===== src/rtl/magia_tile_boot_ctrl.sv =====
// Per-tile power-up and sleep/wake sequencer driving magia_tile enables, boot address and wu_wfe.
// Optional drain watchdog enabled by defining MAGIA_TILE_BOOT_CTRL_WDT_EN.
module magia_tile_boot_ctrl #(
    parameter int N_WAKE_SRC    = 4,
    parameter int EN_DELAY      = 8,
    parameter int CNT_W         = 8,
    parameter int DRAIN_TIMEOUT = 1024
) (
    input  logic                  clk_i,
    input  logic                  rst_ni,
    input  logic                  boot_req_i,
    input  logic [31:0]           boot_addr_cfg_i,
    input  logic                  stop_req_i,
    input  logic                  core_sleep_i,
    input  logic [N_WAKE_SRC-1:0] wake_src_i,
    input  logic [N_WAKE_SRC-1:0] wake_mask_i,
    output logic                  tile_enable_o,
    output logic                  fetch_enable_o,
    output logic [31:0]           boot_addr_o,
    output logic                  wu_wfe_o,
    output logic                  busy_o,
    output logic [2:0]            state_o,
    output logic [CNT_W-1:0]      wake_cnt_o,
    output logic                  done_o,
    output logic                  timeout_o
);

    typedef enum logic [2:0] {
        IDLE   = 3'd0,
        ENABLE = 3'd1,
        RUN    = 3'd2,
        SLEEP  = 3'd3,
        WAKE   = 3'd4,
        DRAIN  = 3'd5
    } state_t;

    localparam logic [7:0] DLY_INIT = 8'(EN_DELAY - 1);

    state_t           state_reg;
    logic [7:0]       dly_reg;
    logic             pending_reg;
    logic             drain_first_reg;
    logic             tile_enable_reg;
    logic             fetch_enable_reg;
    logic [31:0]      boot_addr_reg;
    logic             wu_wfe_reg;
    logic             busy_reg;
    logic [CNT_W-1:0] wake_cnt_reg;
    logic             done_reg;
    logic             wake_evt;
    logic             wdt_expire;

    assign wake_evt = |(wake_src_i & wake_mask_i);

`ifdef MAGIA_TILE_BOOT_CTRL_WDT_EN
    localparam int WDT_W = $clog2(DRAIN_TIMEOUT + 1);
    logic [WDT_W-1:0] wdt_reg;
    logic             timeout_reg;
    assign wdt_expire = (wdt_reg == WDT_W'(DRAIN_TIMEOUT - 1));
    assign timeout_o  = timeout_reg;
`else
    logic unused_drain_timeout;
    assign unused_drain_timeout = (DRAIN_TIMEOUT > 0);
    assign wdt_expire = 1'b0;
    assign timeout_o  = 1'b0;
`endif

    always_ff @(posedge clk_i or negedge rst_ni) begin
        if (!rst_ni) begin
            state_reg        <= IDLE;
            dly_reg          <= '0;
            pending_reg      <= 1'b0;
            drain_first_reg  <= 1'b0;
            tile_enable_reg  <= 1'b0;
            fetch_enable_reg <= 1'b0;
            boot_addr_reg    <= '0;
            wu_wfe_reg       <= 1'b0;
            busy_reg         <= 1'b0;
            wake_cnt_reg     <= '0;
            done_reg         <= 1'b0;
`ifdef MAGIA_TILE_BOOT_CTRL_WDT_EN
            wdt_reg          <= '0;
            timeout_reg      <= 1'b0;
`endif
        end else begin
            wu_wfe_reg <= 1'b0;
            done_reg   <= 1'b0;
            case (state_reg)
                IDLE: begin
                    if (boot_req_i) begin
                        state_reg       <= ENABLE;
                        tile_enable_reg <= 1'b1;
                        boot_addr_reg   <= boot_addr_cfg_i;
                        dly_reg         <= DLY_INIT;
                        pending_reg     <= 1'b0;
                        busy_reg        <= 1'b1;
`ifdef MAGIA_TILE_BOOT_CTRL_WDT_EN
                        timeout_reg     <= 1'b0;
`endif
                    end
                end
                ENABLE: begin
                    if (stop_req_i) begin
                        state_reg       <= IDLE;
                        tile_enable_reg <= 1'b0;
                        busy_reg        <= 1'b0;
                    end else if (dly_reg == 8'd0) begin
                        state_reg        <= RUN;
                        fetch_enable_reg <= 1'b1;
                    end else begin
                        dly_reg <= dly_reg - 8'd1;
                    end
                end
                RUN, SLEEP: begin
                    if (stop_req_i) begin
                        state_reg       <= DRAIN;
                        pending_reg     <= 1'b0;
                        drain_first_reg <= 1'b1;
`ifdef MAGIA_TILE_BOOT_CTRL_WDT_EN
                        wdt_reg         <= '0;
`endif
                    end else begin
                        pending_reg <= pending_reg | wake_evt;
                        // WAKE is entered on the already-latched bit, so wu_wfe rises together with the state.
                        if (pending_reg && (state_reg == SLEEP || core_sleep_i)) begin
                            state_reg  <= WAKE;
                            wu_wfe_reg <= 1'b1;
                            if (wake_cnt_reg != {CNT_W{1'b1}})
                                wake_cnt_reg <= wake_cnt_reg + 1'b1;
                        end else if (state_reg == RUN && core_sleep_i) begin
                            state_reg <= SLEEP;
                        end
                    end
                end
                WAKE: begin
                    state_reg   <= RUN;
                    pending_reg <= wake_evt;
                end
                DRAIN: begin
                    drain_first_reg  <= 1'b0;
                    fetch_enable_reg <= 1'b0;
                    // Sleep status is ignored in the first cycle: the core has not yet seen fetch drop.
                    if ((!drain_first_reg && core_sleep_i) || wdt_expire) begin
                        state_reg       <= IDLE;
                        tile_enable_reg <= 1'b0;
                        busy_reg        <= 1'b0;
                        done_reg        <= 1'b1;
`ifdef MAGIA_TILE_BOOT_CTRL_WDT_EN
                        if (!(!drain_first_reg && core_sleep_i))
                            timeout_reg <= 1'b1;
                    end else begin
                        wdt_reg <= wdt_reg + 1'b1;
`endif
                    end
                end
                default: begin
                    state_reg        <= IDLE;
                    tile_enable_reg  <= 1'b0;
                    fetch_enable_reg <= 1'b0;
                    busy_reg         <= 1'b0;
                    pending_reg      <= 1'b0;
                end
            endcase
        end
    end

    assign tile_enable_o  = tile_enable_reg;
    assign fetch_enable_o = fetch_enable_reg;
    assign boot_addr_o    = boot_addr_reg;
    assign wu_wfe_o       = wu_wfe_reg;
    assign busy_o         = busy_reg;
    assign state_o        = state_reg;
    assign wake_cnt_o     = wake_cnt_reg;
    assign done_o         = done_reg;

endmodule


===== config.mk =====
export PLATFORM = sky130hd
export DESIGN_NAME = magia_tile_boot_ctrl
export DESIGN_NICKNAME = d
export VERILOG_FILES = /design/src/rtl/magia_tile_boot_ctrl.sv
export SDC_FILE = /design/constraint.sdc
export NUM_CORES = 1
export LEC_CHECK = 0
export CAP_MARGIN = 20
export CORE_MARGIN = 3
export CORE_UTILIZATION = 29
export CTS_CLUSTER_DIAMETER = 30
export DETAILED_ROUTE_END_ITERATION = 16
export GPL_ROUTABILITY_DRIVEN = 0
export PLACE_DENSITY = 0.67
export RECOVER_POWER = 100
export SLEW_MARGIN = 20
export SYNTH_ARGS = -nofsm -noshare
export SYNTH_HDL_FRONTEND = slang
export SYNTH_SLANG_ARGS = --single-unit

===== constraint.sdc =====
create_clock -name clk_i -period 4.9 [get_ports clk_i]
set_clock_uncertainty 0.2 [all_clocks]
set_input_delay 0.98 -clock clk_i [delete_from_list [all_inputs] [get_ports clk_i]]
set_output_delay 0.98 -clock clk_i [all_outputs]
set_load 0.01 [all_outputs]

==> results.json <==
{
  "fmax_mhz": 291,
  "synth_top_area_share_pct": 56.6,
  "routed_wl_mm": 5.42,
  "synth.distinct_cells": 41,
  "grt_overflow": 0,
  "num_rows": 33,
  "firstDrtPassIters": 4,
  "crit_type": "primary input to flop",
  "hold_viol": 0,
  "cts-htree-levels": 3,
  "drtAntennaViolNets": 0,
  "arrival_ns": 3.44,
  "ios": 94,
  "synth_area_leaders": "dfrtp_1 (57%), mux2_2 (15%), xor2_1 (2.4%)",
  "synth_common_cells": "dfrtp_1 (57), mux2_2 (34), nor2_1 (11)",
  "route.detailed.drc": 0,
  "power-per-cell-area_mw_per_mm2": 551,
  "dieArea_mm2": 0.00984,
  "io_buffers": 92,
  "power.leakage_nw": 1.60,
  "vias": 1978,
  "start_util_pct": 30.2,
  "ys_ff_latch": 57,
  "crit_fanout": 43,
  "largest_reg_flops": 32,
  "design_area_mm2": 0.00372,
  "status": "complete, but fails checks",
  "drtIter0Drc": 56,
  "finalSetupTns_ns": 0,
  "antenna_found_initial": 0,
  "synth.avg_cell_area_um2": 12.1,
  "cts_resized": 0,
  "utilization_pct": 44.6,
  "grt_pass1_vias": 1949,
  "ir_drop_mv": 0.220,
  "cts_buffers": 9,
  "final.min_clock_period_ns": 3.43,
  "regArea_mm2": 0.00143,
  "slew_viol_final": 44,
  "nets": 349,
  "via_per_inst": 4.81,
  "synth_top_cell_by_area": "dfrtp_1",
  "hold_class": "flop to flop",
  "holdPathStages": 1,
  "place_area_mm2": 0.00352,
  "synthArstFlopShare_pct": 100,
  "die_h_um": 99.2,
  "crit_required_ns": 4.90,
  "syn_nets": 257,
  "setup_viol": 0,
  "fin_crit_sh_pct": 70.1,
  "failed_checks": "capacitance limit, slew limit",
  "path_clk_slew_ns": 0.06,
  "cts_max_path_buffers": 2,
  "rr_worst_depth": 3,
  "ys_dominant_reg_cell": "dfrtp_1",
  "yosys_warnings": 0,
  "cts_root_buf": "clkbuf_8",
  "num_antenna_cells": 0,
  "synth-edff-count": 0,
  "drv_cap": 1,
  "worst_slew_pin_slew_ns": 1.77,
  "rsz0062_at_grt": "no",
  "grt_first_pass_wirelength_mm": 9.09,
  "core_mm2": 0.00834,
  "synthMostInstantiatedCell": "dfrtp_1",
  "routedWlPerCell_um": 13.2,
  "hpwl_mm": 3.85,
  "syn_area_mm2": 0.00252,
  "hold_buffers": 0,
  "max_slew_margin_pct": -18.0,
  "multiInputGateArea_mm2": 0.00100,
  "start_kind": "primary input",
  "clkSinkCount": 57,
  "grt_max_degree": 58,
  "drive_gt1_share_pct": 16.7,
  "ys_seq_area_share_pct": 56.6,
  "cts_setup_buffers": 0,
  "cts_tree": "done",
  "fin_ws_ns": 1.47,
  "syn_inst": 209,
  "fp.dieW_um": 99.2,
  "clock_latency_ns": 0.33,
  "crit_path_end_kind": "flop",
  "track_usage_pct": 11.6,
  "place_ws_ns": 1.76,
  "syn2layout_area_growth_pct": 47.5,
  "num-fill-cells": 781
}
[final cells by class]
cell class / count / area share (%)
Clock inverter: 5 / 2.15
Clock buffer: 11 / 3.54
Multi-Input combinational cell: 134 / 26.9
Timing Repair Buffer: 93 / 24.8
Tap cell: 105 / 3.54
Sequential cell: 57 / 38.4
Inverter: 6 / 0.606
[critical path, cell delays in order]
cell           delay, ns
dlygate4sd3_1       0.61
and3_1              1.38
mux2_2              0.45
[cells in the final DEF (no fill, tap or decap), types with 2 or more instances in the layout]
cell / synthesis / layout
dfrtp_1: 57 / 57
dlygate4sd3_1: 0 / 51
clkdlybuf4s50_1: 0 / 40
mux2_2: 34 / 34
o21ai_0: 10 / 11
nor2_1: 11 / 11
a21oi_1: 10 / 10
clkbuf_8: 0 / 9
nor3_1: 7 / 7
nand2_1: 7 / 7
xor2_1: 7 / 7
inv_1: 6 / 6
nand2b_1: 4 / 4
nand3_1: 4 / 4
o21a_1: 3 / 3
nor2b_1: 3 / 3
a21o_1: 3 / 3
o2111ai_1: 3 / 3
or3_1: 3 / 3
ha_1: 3 / 3
or4_1: 2 / 2
nor4_1: 2 / 2
bufinv_16: 0 / 2
clkinvlp_4: 0 / 2
clkbuf_1: 4 / 2
[cell families (layout without fill, tap and decap cells)]
kind of cell	Yosys count	count (layout)	share of synthesized area [%]
mux	34	34	15.2
buf+inv	18	115	3.28
other cells	1	1	0.149
compound gates	39	39	9.98
simple gates	49	49	10.5
xor+xnor	8	8	2.78
flops	57	57	56.6
fa+ha+maj	3	3	1.49
[per-layer routing]
layer	vias up	global-route usage, %	share of wire [%]
met2	85	17.3	44
met5	-	0	0
met4	0	5.36	1.8
met3	11	3.51	8.5
met1	948	15.4	46
li1	934	-	-
[final timing paths]
kind,start,slack [ns],to
worst max-delay path,boot_req_i,1.47,boot_addr_o[18]
worst min-delay path,dly_reg[0],0.29,dly_reg[0]
worst max register to register,state_o[1],1.89,boot_addr_o[18]
worst min register to register,dly_reg[0],0.29,dly_reg[0]
max in group asynchronous,rst_ni,3.42,wake_cnt_o[7]
min in group asynchronous,rst_ni,0.58,boot_addr_o[4]
[stage by stage]
stage / power, mW / cells / hold WS (ns)
6_report: 2.05 / 411 / 0.287
5_1_grt: 2.19 / 411 / 0.315
4_1_cts: 2.16 / 411 / 0.293
3_5_place_dp: 1.68 / 395 / 0.284
3_3_place_gp: 1.66 / 395 / 0.282
2_1_floorplan: 1.23 / 209 / 0.258
[power breakdown]
part / switching (mW) / total [mW] / leakage [nW] / internal (mW)
logic: 0.335 / 0.808 / 0.808 / 0.473
clock network: 0.182 / 0.468 / 0.0995 / 0.286
registers: 0.121 / 0.771 / 0.697 / 0.651
total: 0.639 / 2.05 / 1.60 / 1.41
No activity file was read; power rests on OpenSTA's default activity.
